==> config.mk <==
export PLATFORM = sky130hd
export DESIGN_NAME = sar_adc_sampler
export DESIGN_NICKNAME = d
export VERILOG_FILES = /design/src/rtl/sar_adc_sampler.sv
export SDC_FILE = /design/constraint.sdc
export NUM_CORES = 1
export LEC_CHECK = 0
export CORE_ASPECT_RATIO = 1.25
export CORE_MARGIN = 2
export CORE_UTILIZATION = 55
export DETAILED_ROUTE_END_ITERATION = 12
export PLACE_DENSITY_LB_ADDON = 0.2
export SLEW_MARGIN = 30
export SYNTH_ARGS = -nofsm -noshare
export SYNTH_HDL_FRONTEND = slang
export SYNTH_SLANG_ARGS = --single-unit
==> constraint.sdc <==
create_clock -name clk -period 10.07 [get_ports clk]
set_clock_uncertainty 0.2 [all_clocks]
set_input_delay 2.014 -clock clk [delete_from_list [all_inputs] [get_ports clk]]
set_output_delay 2.014 -clock clk [all_outputs]
set_load 0.005 [all_outputs]
==> src/rtl/sar_adc_sampler.sv <==
// Host-side sequencer for a SAR ADC controller: periodic start pulses, result
// capture, 2^AVG_LOG2 averaging, valid/ready output and error pulses.
module sar_adc_sampler #(
  parameter int ADC_WIDTH = 8,
  parameter int DIV_WIDTH = 16,
  parameter int AVG_LOG2  = 2,
  parameter int TIMEOUT   = 32
) (
  input  logic                 clk,
  input  logic                 rst_n,
  input  logic                 enable,
  input  logic [DIV_WIDTH-1:0] period,
  output logic                 start,
  input  logic                 eoc,
  input  logic                 den,
  input  logic [ADC_WIDTH-1:0] din,
  output logic [ADC_WIDTH-1:0] m_data,
  output logic                 m_valid,
  input  logic                 m_ready,
  output logic                 busy,
  output logic                 timeout_err,
  output logic                 trig_miss,
  output logic                 overrun
);

  localparam int ACC_W = ADC_WIDTH + AVG_LOG2;
  localparam int CNT_W = AVG_LOG2 + 1;
  localparam int TO_W  = $clog2(TIMEOUT) + 1;
  localparam logic [DIV_WIDTH-1:0] MIN_PERIOD  = DIV_WIDTH'(ADC_WIDTH + 4);
  localparam logic [CNT_W-1:0]     LAST_SAMPLE = CNT_W'((1 << AVG_LOG2) - 1);
  localparam logic [TO_W-1:0]      TO_LAST     = TO_W'(TIMEOUT - 1);

  typedef enum logic [1:0] {IDLE, TRIG, WAIT} state_t;

  state_t               state_reg;
  logic [DIV_WIDTH-1:0] div_cnt_reg;
  logic [DIV_WIDTH-1:0] period_eff;
  logic [ACC_W-1:0]     acc_reg;
  logic [ACC_W-1:0]     sum;
  logic [CNT_W-1:0]     sample_cnt_reg;
  logic [TO_W-1:0]      to_cnt_reg;
  logic [ADC_WIDTH-1:0] result;
  logic                 tick;
  logic                 capture;
  logic                 window_done;

  always_comb begin
    period_eff = (period > MIN_PERIOD) ? period : MIN_PERIOD;
  end

  // >= rather than == so a period shortened below the running count still wraps.
  assign tick        = enable && (div_cnt_reg >= period_eff - DIV_WIDTH'(1));
  assign capture     = (state_reg == WAIT) && eoc && den;
  assign sum         = acc_reg + ACC_W'(din);
  assign result      = ADC_WIDTH'(sum >> AVG_LOG2);
  assign window_done = capture && (sample_cnt_reg == LAST_SAMPLE);

  always_ff @(posedge clk) begin
    if (!rst_n || !enable) begin
      div_cnt_reg <= '0;
    end else if (tick) begin
      div_cnt_reg <= '0;
    end else begin
      div_cnt_reg <= div_cnt_reg + DIV_WIDTH'(1);
    end
  end

  always_ff @(posedge clk) begin
    if (!rst_n) begin
      state_reg      <= IDLE;
      start          <= 1'b0;
      busy           <= 1'b0;
      timeout_err    <= 1'b0;
      trig_miss      <= 1'b0;
      acc_reg        <= '0;
      sample_cnt_reg <= '0;
      to_cnt_reg     <= '0;
    end else begin
      start       <= 1'b0;
      timeout_err <= 1'b0;
      trig_miss   <= tick && (state_reg != IDLE);
      case (state_reg)
        IDLE: begin
          if (!enable) begin
            acc_reg        <= '0;
            sample_cnt_reg <= '0;
          end
          if (tick) begin
            state_reg <= TRIG;
            start     <= 1'b1;
            busy      <= 1'b1;
          end
        end
        TRIG: begin
          to_cnt_reg <= '0;
          state_reg  <= WAIT;
        end
        WAIT: begin
          if (capture) begin
            if (window_done) begin
              acc_reg        <= '0;
              sample_cnt_reg <= '0;
            end else begin
              acc_reg        <= sum;
              sample_cnt_reg <= sample_cnt_reg + CNT_W'(1);
            end
            state_reg <= IDLE;
            busy      <= 1'b0;
          end else if (to_cnt_reg == TO_LAST) begin
            timeout_err    <= 1'b1;
            acc_reg        <= '0;
            sample_cnt_reg <= '0;
            state_reg      <= IDLE;
            busy           <= 1'b0;
          end else begin
            to_cnt_reg <= to_cnt_reg + TO_W'(1);
          end
        end
        default: begin
          state_reg <= IDLE;
          busy      <= 1'b0;
        end
      endcase
    end
  end

  // Output stage: a stalled stream drops the newer average instead of the held one.
  always_ff @(posedge clk) begin
    if (!rst_n) begin
      m_data  <= '0;
      m_valid <= 1'b0;
      overrun <= 1'b0;
    end else begin
      overrun <= 1'b0;
      if (window_done) begin
        if (!m_valid || m_ready) begin
          m_data  <= result;
          m_valid <= 1'b1;
        end else begin
          overrun <= 1'b1;
        end
      end else if (m_valid && m_ready) begin
        m_valid <= 1'b0;
      end
    end
  end

endmodule

# ---- Word level (Yosys, flattened, before mapping)
# Index checks and enable logic that the tools add are counted.
dict set report classes {
  add_sub_neg 5
  n_lt_le_gt_ge 2
  eq_ne 10
  n_mux 28
  bitwise_logic 3
  n_reduce_logical 26
}
# cell count
set ops {}
lappend ops {{$mux W10} 4}
lappend ops {{$pmux W10 S2} 1}
lappend ops {{$add A16 B1 Y16 const B} 1}
lappend ops {{$ge A16 B16 Y1} 1}
lappend ops {{$gt A16 B4 Y1 const B} 1}
lappend ops {{$mux W16} 1}
lappend ops {{$sub A16 B1 Y16 const B} 1}
lappend ops {{$mux W3} 4}
lappend ops {{$mux W6} 2}
lappend ops {{$pmux W6 S2} 1}
lappend ops {{$add A10 B8 Y10} 1}
lappend ops {{$reduce_and A2 Y1} 5}
lappend ops {{$mux W1} 9}
lappend ops {{$reduce_and A3 Y1} 3}
lappend ops {{$ne A2 B2 Y1 const B} 4}
lappend ops {{$reduce_bool A2 Y1} 4}
lappend ops {{$add A6 B1 Y6 const B} 1}
lappend ops {{$eq A6 B5 Y1 const B} 1}
lappend ops {{$logic_and A1 B1 Y1} 6}
lappend ops {{$mux W2} 3}
lappend ops {{$pmux W2 S3} 1}
lappend ops {{$pmux W3 S2} 1}
lappend ops {{$add A3 B1 Y3 const B} 1}
lappend ops {{$eq A3 B2 Y1 const B} 1}
lappend ops {{11 further kinds} 16}
dict set report word_totals {
  reg_bits 51
  inputBits 30
  output_inout_bits 14
  word_cells 86
}

# ---- Longest topological paths before layout
# Gate-level depths: netlist of the first run.
dict set report depth {
  depth_word 7
  ltp_mapped 18
  mapped_depth_nobuf 16
}

# ---- Worst setup path before layout of the first run
# OpenSTA, ideal clock, no wires.
dict set report synth_timing {
  path_kind {input-to-reg}
  startpoint {input port period[12]}
  endpoint {register div_cnt_reg[2]}
  setup_time_ns 0.119
  t_arrival_ns 5.650
  required_time_ns 9.751
  path_slack_ns 4.102
  cell_stages 18
  n_path_buf 2
  path_cell_list {or4_1 > nor3_2 > nor4b_4 > o21ai_1 > nand2_1 > ha_1 > nand2_1 > nor3_1 > nand2_1 > xor2_1 > ha_1 > nand4_1 > or3_1 > nor4_2 > or4_1 > buf_6 > buf_12 > nor2_4}
}
dict set report synth_between {
  elab_chain_len 6
}
# item line
set synth_rtl {}
lappend synth_rtl {{start: declaration} 12} ;# input logic [DIV_WIDTH-1:0] period,
lappend synth_rtl {{$gt A16 B4 Y1} 48} ;# period_eff = (period > MIN_PERIOD) ? period : MIN_PERIOD;
lappend synth_rtl {{$mux W16 (*)} 48}
lappend synth_rtl {{$sub A16 B1 Y16 (*)} 52} ;# assign tick = enable && (div_cnt_reg >= period_eff - DIV_WIDTH'(1));
lappend synth_rtl {{$ge A16 B16 Y1 (*)} 52}
lappend synth_rtl {{$logic_and A1 B1 Y1 (*)} 52}
lappend synth_rtl {{$reduce_or A2 Y1 (no line) (*)} -}
lappend synth_rtl {{end signal: assignment} 64} ;# div_cnt_reg <= div_cnt_reg + DIV_WIDTH'(1);
lappend synth_rtl {{end: declaration} 36} ;# logic [DIV_WIDTH-1:0] div_cnt_reg;
# Mark *: on every way between the ends. The rest lies on a longest branch, timed or not.
# A chain may end at the register's enable or synchronous reset.

# ---- Final worst setup path of the first run
dict set report layout_timing {
  startpoint {input port period[12]}
  endpoint {register div_cnt_reg[15]}
}
# The elaborated chain is that of the path after synthesis.

==> run metrics, run 1 <==
run status=finished, final reports clean; Setup violations, final=0; post-placement setup slack=2.94 ns; CP cell instances=clkdlybuf4s50_1 > or4_1 > nor3_2 > nor4b_4 > o21ai_1 > nand2_1 > ha_1 > nand2_1 > nor3_1 > nand2_1 > xor2_1 > ha_1 > nand4_1 > or3_1 > nor4_2 > or4_2 > nor2_1; Synth Net Count=418; area of the core=5480 sq um; share of post-route cells with drive strength above 1=6.97%; YS warnings=0; CTS H-tree lvls=2; Critical Path Start Type=primary input; Port Buffers=43; EDFF count, synth=0; Post-Synthesis Cells=359; largest stage delay on the critical path=0.58 ns; post-synth top area share=32.6%; antenna-violating nets left=0; Post CTS Setup Buffer Count=0; post-synthesis to final-layout area growth=18.4%; count of unique library cells instantiated by Yosys=52; commonest register cell after synthesis=sky130_fd_sc_hd__dfxtp_1; Reg clk slew, reported paths=0.09 ns; top library cells by usage in the layout, fill and taps aside=51 x sky130_fd_sc_hd__dfxtp_1, 43 x sky130_fd_sc_hd__clkdlybuf4s50_1, 41 x sky130_fd_sc_hd__nor2_1, 33 x sky130_fd_sc_hd__nand2_1, 28 x sky130_fd_sc_hd__ha_1; share of flip-flops with an asynchronous set or reset=0%; total of fill cells in the finished design=487; register area=1020 sq um; pin count of the biggest net entering global routing=21; Cell Area, Synth=3140 sq um; Least-Margin Pin Slew=0.836 ns; Residual DRC=0; Total Negative Setup Slacks=0 ns; die width=71.5 microns; Rel. slew slack=44.1%; critical path class=primary input to flip-flop; buffer depth of the longest clock path=2; cell taking the most area after synthesis=sky130_fd_sc_hd__dfxtp_1; number of clock buffers inserted by TritonCTS=5; #FFs+latches synth=51; class of the most critical hold timing path=flip-flop to flip-flop; Fmax achieved=147 MHz; arrival time of the worst setup path=6.78 ns; total routing resource utilization after global routing=21.7%; leading cell type in the layout, fill and taps excluded=sky130_fd_sc_hd__dfxtp_1; number of global-route vias before repair=2615; number of max-capacitance violations reported=0; P_leak=1.38 nW; footprint of the multi-input gates=2020 sq um; post-layout minimum cycle time=6.81 ns; hold-fix buffers at CTS=0; first-pass iteration count of the detailed router=4; maximum fanout along the worst path=16; flip-flop count of the largest register after layout=16; dpl cell area=3590 sq um; unrepaired setup endpoints after global routing=no; count of antenna diodes in the layout=0; initial detailed-routing violation count=92; vias per cell=5.62; Pwr per Cell Area=104 nW/um^2; nature of the critical path endpoint=flip-flop; I/O pin total=44; NumNets Final=460; final worst path period share=67.6%; die outline area=6320 sq um; Non-Filler Cell Area, Final=3710 sq um; Pins Over Slew Limit=0; cell seen most often among critical-path stages=sky130_fd_sc_hd__nand2_1; GRT Residual Overflow=0; Synth area leaders=sky130_fd_sc_hd__dfxtp_1 33%, sky130_fd_sc_hd__ha_1 11%, sky130_fd_sc_hd__xnor2_1 5.3%; data required time of the critical path=10.04 ns; CTS Root Cell=sky130_fd_sc_hd__clkbuf_8; setup slack of the critical path after layout=3.26 ns; total via count in the routed design=2621; Final Routed Wirelength=6290 microns; peak ir drop on the vdd network=0.101 mV; post-synthesis sequential area ratio=32.6%; clock tree from TritonCTS=built; HPWL after detailed placement=4900 microns; number of hold violations in the final report=0; antenna violations before repair=0; clock sink count=51; global placer's final weighted congestion=0.805; worst path bufs/invs=1; number of cells upsized or downsized after cts=0; row cnt=30; y dimension of the die=88.4 microns; Post-Synthesis Mean Instance Area=8.73 sq um; later-pin clock latency in the skew report=0.30 ns; starting density of the core=57.2%; post-DR wirelength/cell=13.5 microns; CP max-delay cell=sky130_fd_sc_hd__or4_2; global-route wire length before repair=11100 microns; Largest delay share family, worst path=simple AND/OR/NAND/NOR gates
==> where the power goes <==
part           switching, W  internal, W
registers       0.000000540     0.000202
logic             0.0000202    0.0000201
clock network     0.0000643    0.0000804
==> synth_stat cells (3+ instances only) <==
master	instances
sky130_fd_sc_hd__o22ai_1	5
sky130_fd_sc_hd__o31a_1	3
sky130_fd_sc_hd__nor3_1	14
sky130_fd_sc_hd__nand2_1	33
sky130_fd_sc_hd__xor2_1	17
sky130_fd_sc_hd__a21oi_1	15
sky130_fd_sc_hd__clkbuf_1	5
sky130_fd_sc_hd__mux2i_1	5
sky130_fd_sc_hd__o21ai_0	12
sky130_fd_sc_hd__nor4_1	6
sky130_fd_sc_hd__a211oi_1	3
sky130_fd_sc_hd__a31oi_1	3
sky130_fd_sc_hd__ha_1	28
sky130_fd_sc_hd__nor2_4	8
sky130_fd_sc_hd__a22oi_1	6
sky130_fd_sc_hd__nor2_1	41
sky130_fd_sc_hd__nand3_1	19
sky130_fd_sc_hd__o2111ai_1	3
sky130_fd_sc_hd__nand4_1	4
sky130_fd_sc_hd__a21o_1	3
sky130_fd_sc_hd__or3_1	3
sky130_fd_sc_hd__inv_1	10
sky130_fd_sc_hd__nor2b_1	4
sky130_fd_sc_hd__dfxtp_1	51
sky130_fd_sc_hd__and3_1	3
sky130_fd_sc_hd__nand2b_1	5
sky130_fd_sc_hd__xnor2_1	19
==> routing by layer <==
metal	track usage (%)	up-vias	share of wire, %
met1	24.1	1208	43
met3	2.73	11	2.7
li1	-	1369	-
met4	8.92	0	1.8
met2	41.3	33	52
met5	0	-	0
==> stage by stage <==
| stage | power [W] | util (%) | hold WS (ns) | cells |
|---|---|---|---|---|
| 5_1_grt | 0.000405 | 67.7 | 0.280 | 466 |
| 4_1_cts | 0.000393 | 67.7 | 0.265 | 466 |
| 6_report | 0.000387 | 67.7 | 0.262 | 466 |
| 3_3_place_gp | 0.000247 | 65.5 | 0.246 | 458 |
| 3_5_place_dp | 0.000247 | 65.6 | 0.252 | 458 |
| 2_1_floorplan | 0.000230 | - | 0.240 | 359 |
==> worst register-to-register path, delay by kind of cell, from the launching register on <==
kind,cells,cell delay [ns]
compound gates,1,0.36
buf+inv,1,0.07
simple gates,4,1.45
flops,1,0.43
fa+ha+maj,1,0.29
==> cell type report <==
| type | instances | area share (%) |
|---|---|---|
| Clock buffer | 6 | 2.23 |
| Sequential cell | 51 | 27.5 |
| Timing Repair Buffer | 43 | 11.6 |
| Multi-Input combinational cell | 290 | 54.6 |
| Inverter | 10 | 1.01 |
| Tap cell | 64 | 2.16 |
| Clock inverter | 2 | 0.944 |
==> cells by family after synthesis <==
family                     share of synthesized area (%)
DFF                                                 32.6
xor gates and xnor gates                            10.1
muxes                                               1.60
adders and majority gates                           11.8
buffers and inverters                               2.91
AOI/OAI and AO/OA                                   14.2
and+or+nand+nor                                     26.9
==> path summary, 6_finish.rpt <==
path                                         from           endpoint  slack, ns  cells past startpoint
worst min register to register  sample_cnt_reg[2]  sample_cnt_reg[2]       0.26                      1
worst max-delay path                   period[12]    div_cnt_reg[15]       3.26                     17
worst min-delay path            sample_cnt_reg[2]  sample_cnt_reg[2]       0.26                      1
worst max register to register     div_cnt_reg[0]    div_cnt_reg[15]       7.21                      7
(Power assumes the default switching activity.)
==> inputs of run 2 (changes only) <==
CORE_UTILIZATION = 50   (was 55)
clock period = 5.55 ns   (was 10.07 ns; I/O delays follow)
==> run 2 against run 1 <==
First-iteration DRC count fell by 23%. Cell count is 6.0% higher. Worst setup slack got worse by 2.8 ns. Flip-flop and latch count stayed put. Hold slack better by 0.013 ns. Global-route usage is 1.5 points lower.
==> run metrics, run 2 (synthesized netlist as in run 1, its figures left out) <==
run status=finished, final reports clean; y dimension of the die=92.5 microns (+4.7%); arrival time of the worst setup path=5.12 ns (-1.66 ns); critical path class=primary input to flip-flop; class of the most critical hold timing path=flip-flop to flip-flop; HPWL after detailed placement=4960 microns (+1.2%); switch share=23.2% (+1.3 points); number of hold violations in the final report=0 (unchanged); share of post-route cells with drive strength above 1=8.31% (+1.3 points); top library cells by usage in the layout, fill and taps aside=51 x sky130_fd_sc_hd__dfxtp_1, 43 x sky130_fd_sc_hd__clkdlybuf4s50_1, 41 x sky130_fd_sc_hd__nor2_1, 33 x sky130_fd_sc_hd__nand2_1, 28 x sky130_fd_sc_hd__ha_1; post-synthesis to final-layout area growth=20.8%; leading cell type in the layout, fill and taps excluded=sky130_fd_sc_hd__dfxtp_1; total via count in the routed design=2650 (+1.1%); CTS H-tree lvls=2 (unchanged); peak ir drop on the vdd network=0.143 mV (+40%); largest stage delay on the critical path=0.45 ns (-0.13 ns); hold-fix buffers at CTS=0 (unchanged); Reg clk slew, reported paths=0.09 ns (about the same); Least-Margin Pin Slew=0.822 ns (-0.0142 ns); data required time of the critical path=5.55 ns (-4.49 ns); antenna-violating nets left=0 (unchanged); row cnt=32 (+6.7%); Pins Over Slew Limit=0 (unchanged); area of the core=6130 sq um (+12%); nature of the critical path endpoint=flip-flop; number of global-route vias before repair=2680 (+2.5%); portion of total power attributed to sequential cells=54.4% (+2.2 points); first-pass iteration count of the detailed router=4 (unchanged); total of fill cells in the finished design=570 (+17%); Residual DRC=0 (unchanged); Rel. slew slack=44.9% (+0.76 points); post-DR wirelength/cell=12.7 microns (-5.8%); pin count of the biggest net entering global routing=21 (unchanged); filler-free cell count of the finished design=494 (+6.0%); final hold slack=0.275 ns (+0.0132 ns); post-layout minimum cycle time=5.12 ns; count of antenna diodes in the layout=0 (unchanged); number of placed instances, taps included=486 (+6.1%); die width=74.8 microns (+4.6%); Port Buffers=43 (unchanged); Total Negative Setup Slacks=0 ns (unchanged); starting density of the core=51.2% (-6.0 points); clock tree from TritonCTS=built; Pwr per Cell Area=178 nW/um^2 (+71%); CTS Root Cell=sky130_fd_sc_hd__clkbuf_8; final worst path period share=92.3%; I/O pin total=44 (unchanged); GRT Residual Overflow=0 (unchanged); Fmax achieved=195 MHz; vias per cell=5.36 (-4.6%); relative contribution of the clock network to total power=34.4% (-3.0 points); unrepaired setup endpoints after global routing=no; later-pin clock latency in the skew report=0.30 ns (about the same); P_leak=1.41 nW (+2.2%); Final Routed Wirelength=6280 microns (-0.13%); total internal power=0.000518 W (+71%); footprint of the multi-input gates=2020 sq um (about the same); total routing resource utilization after global routing=20.2% (-1.5 points); number of clock buffers inserted by TritonCTS=5 (unchanged); CP cell instances=clkdlybuf4s50_1 > or3_1 > or2_1 > nor4b_4 > o21ai_1 > nand2_1 > ha_1 > nand2_1 > nor3_1 > nand2_1 > xor2_1 > ha_1 > nand4_1 > or3_1 > nor4_2 > or4_1 > buf_12 > nor2_1; cell seen most often among critical-path stages=sky130_fd_sc_hd__nand2_1; flip-flop count of the largest register after layout=16 (unchanged); initial detailed-routing violation count=71 (-23%); number of max-capacitance violations reported=0 (unchanged); Non-Filler Cell Area, Final=3790 sq um (+2.1%); number of cells upsized or downsized after cts=0 (unchanged); reg2reg setup slack=3.06 ns (-4.15 ns); antenna violations before repair=0 (unchanged); global-route wire length before repair=11300 microns (+1.7%); clock sink count=51 (unchanged); Design Power=0.000675 W (+74%); Setup violations, final=0 (unchanged); global placer's final weighted congestion=0.819 (+1.6%); maximum fanout along the worst path=16 (unchanged); buffer depth of the longest clock path=2 (unchanged); Critical Path Start Type=primary input; power spent charging and discharging nets=0.000157 W (+84%); die outline area=6920 sq um (+9.5%); Post CTS Setup Buffer Count=0 (unchanged); worst path bufs/invs=2 (+1); dpl cell area=3680 sq um (+2.5%); Comb pwr share=11.1% (+0.7 points); NumNets Final=467 (+1.5%); register area=1020 sq um (unchanged); Largest delay share family, worst path=simple AND/OR/NAND/NOR gates; CP max-delay cell=sky130_fd_sc_hd__or3_1
-- run 2: final cells by class --
| type | instances | share of cell area [%] |
|---|---|---|
| Tap cell | 85 | 2.81 |
| Sequential cell | 51 | 27.0 |
| Inverter | 10 | 0.991 |
| Clock inverter | 1 | 0.198 |
| Multi-Input combinational cell | 290 | 53.4 |
| Clock buffer | 7 | 2.54 |
| Timing Repair Buffer | 50 | 13.1 |
-- run 2: final timing paths --
path                       end  depth (start not counted)              start
max            div_cnt_reg[11]                         18          period[6]
min          sample_cnt_reg[2]                          1  sample_cnt_reg[2]
max reg2reg    div_cnt_reg[11]                          8     div_cnt_reg[0]
min reg2reg  sample_cnt_reg[2]                          1  sample_cnt_reg[2]
-- run 2: metal layers --
| metal | share of wire (%) | global-route usage (%) |
|---|---|---|
| met4 | 1.6 | 6.25 |
| met1 | 43 | 23.1 |
| met5 | 0 | 0 |
| met2 | 53 | 37.1 |
| met3 | 2.5 | 2.94 |
-- run 2: power groups by stage --
| stage | Sequential [W] | Clock (W) | Combinational (W) |
|---|---|---|---|
| after floorplan | 0.000376 | 0 | 0.0000419 |
| after global placement | 0.000376 | 0 | 0.0000746 |
| after detailed placement | 0.000376 | 0 | 0.0000758 |
| after CTS | 0.000367 | 0.000238 | 0.0000763 |
| after global routing | 0.000368 | 0.000257 | 0.0000835 |
| final | 0.000367 | 0.000232 | 0.0000752 |
-- run 2: through the flow --
step | worst slack, ns | util (%)
2_1_floorplan | 0.486 | -
3_3_place_gp | 0.156 | 60.1
3_5_place_dp | 0.0819 | 60.1
4_1_cts | 0.390 | 61.8
5_1_grt | 0.120 | 61.8
6_report | 0.428 | 61.8
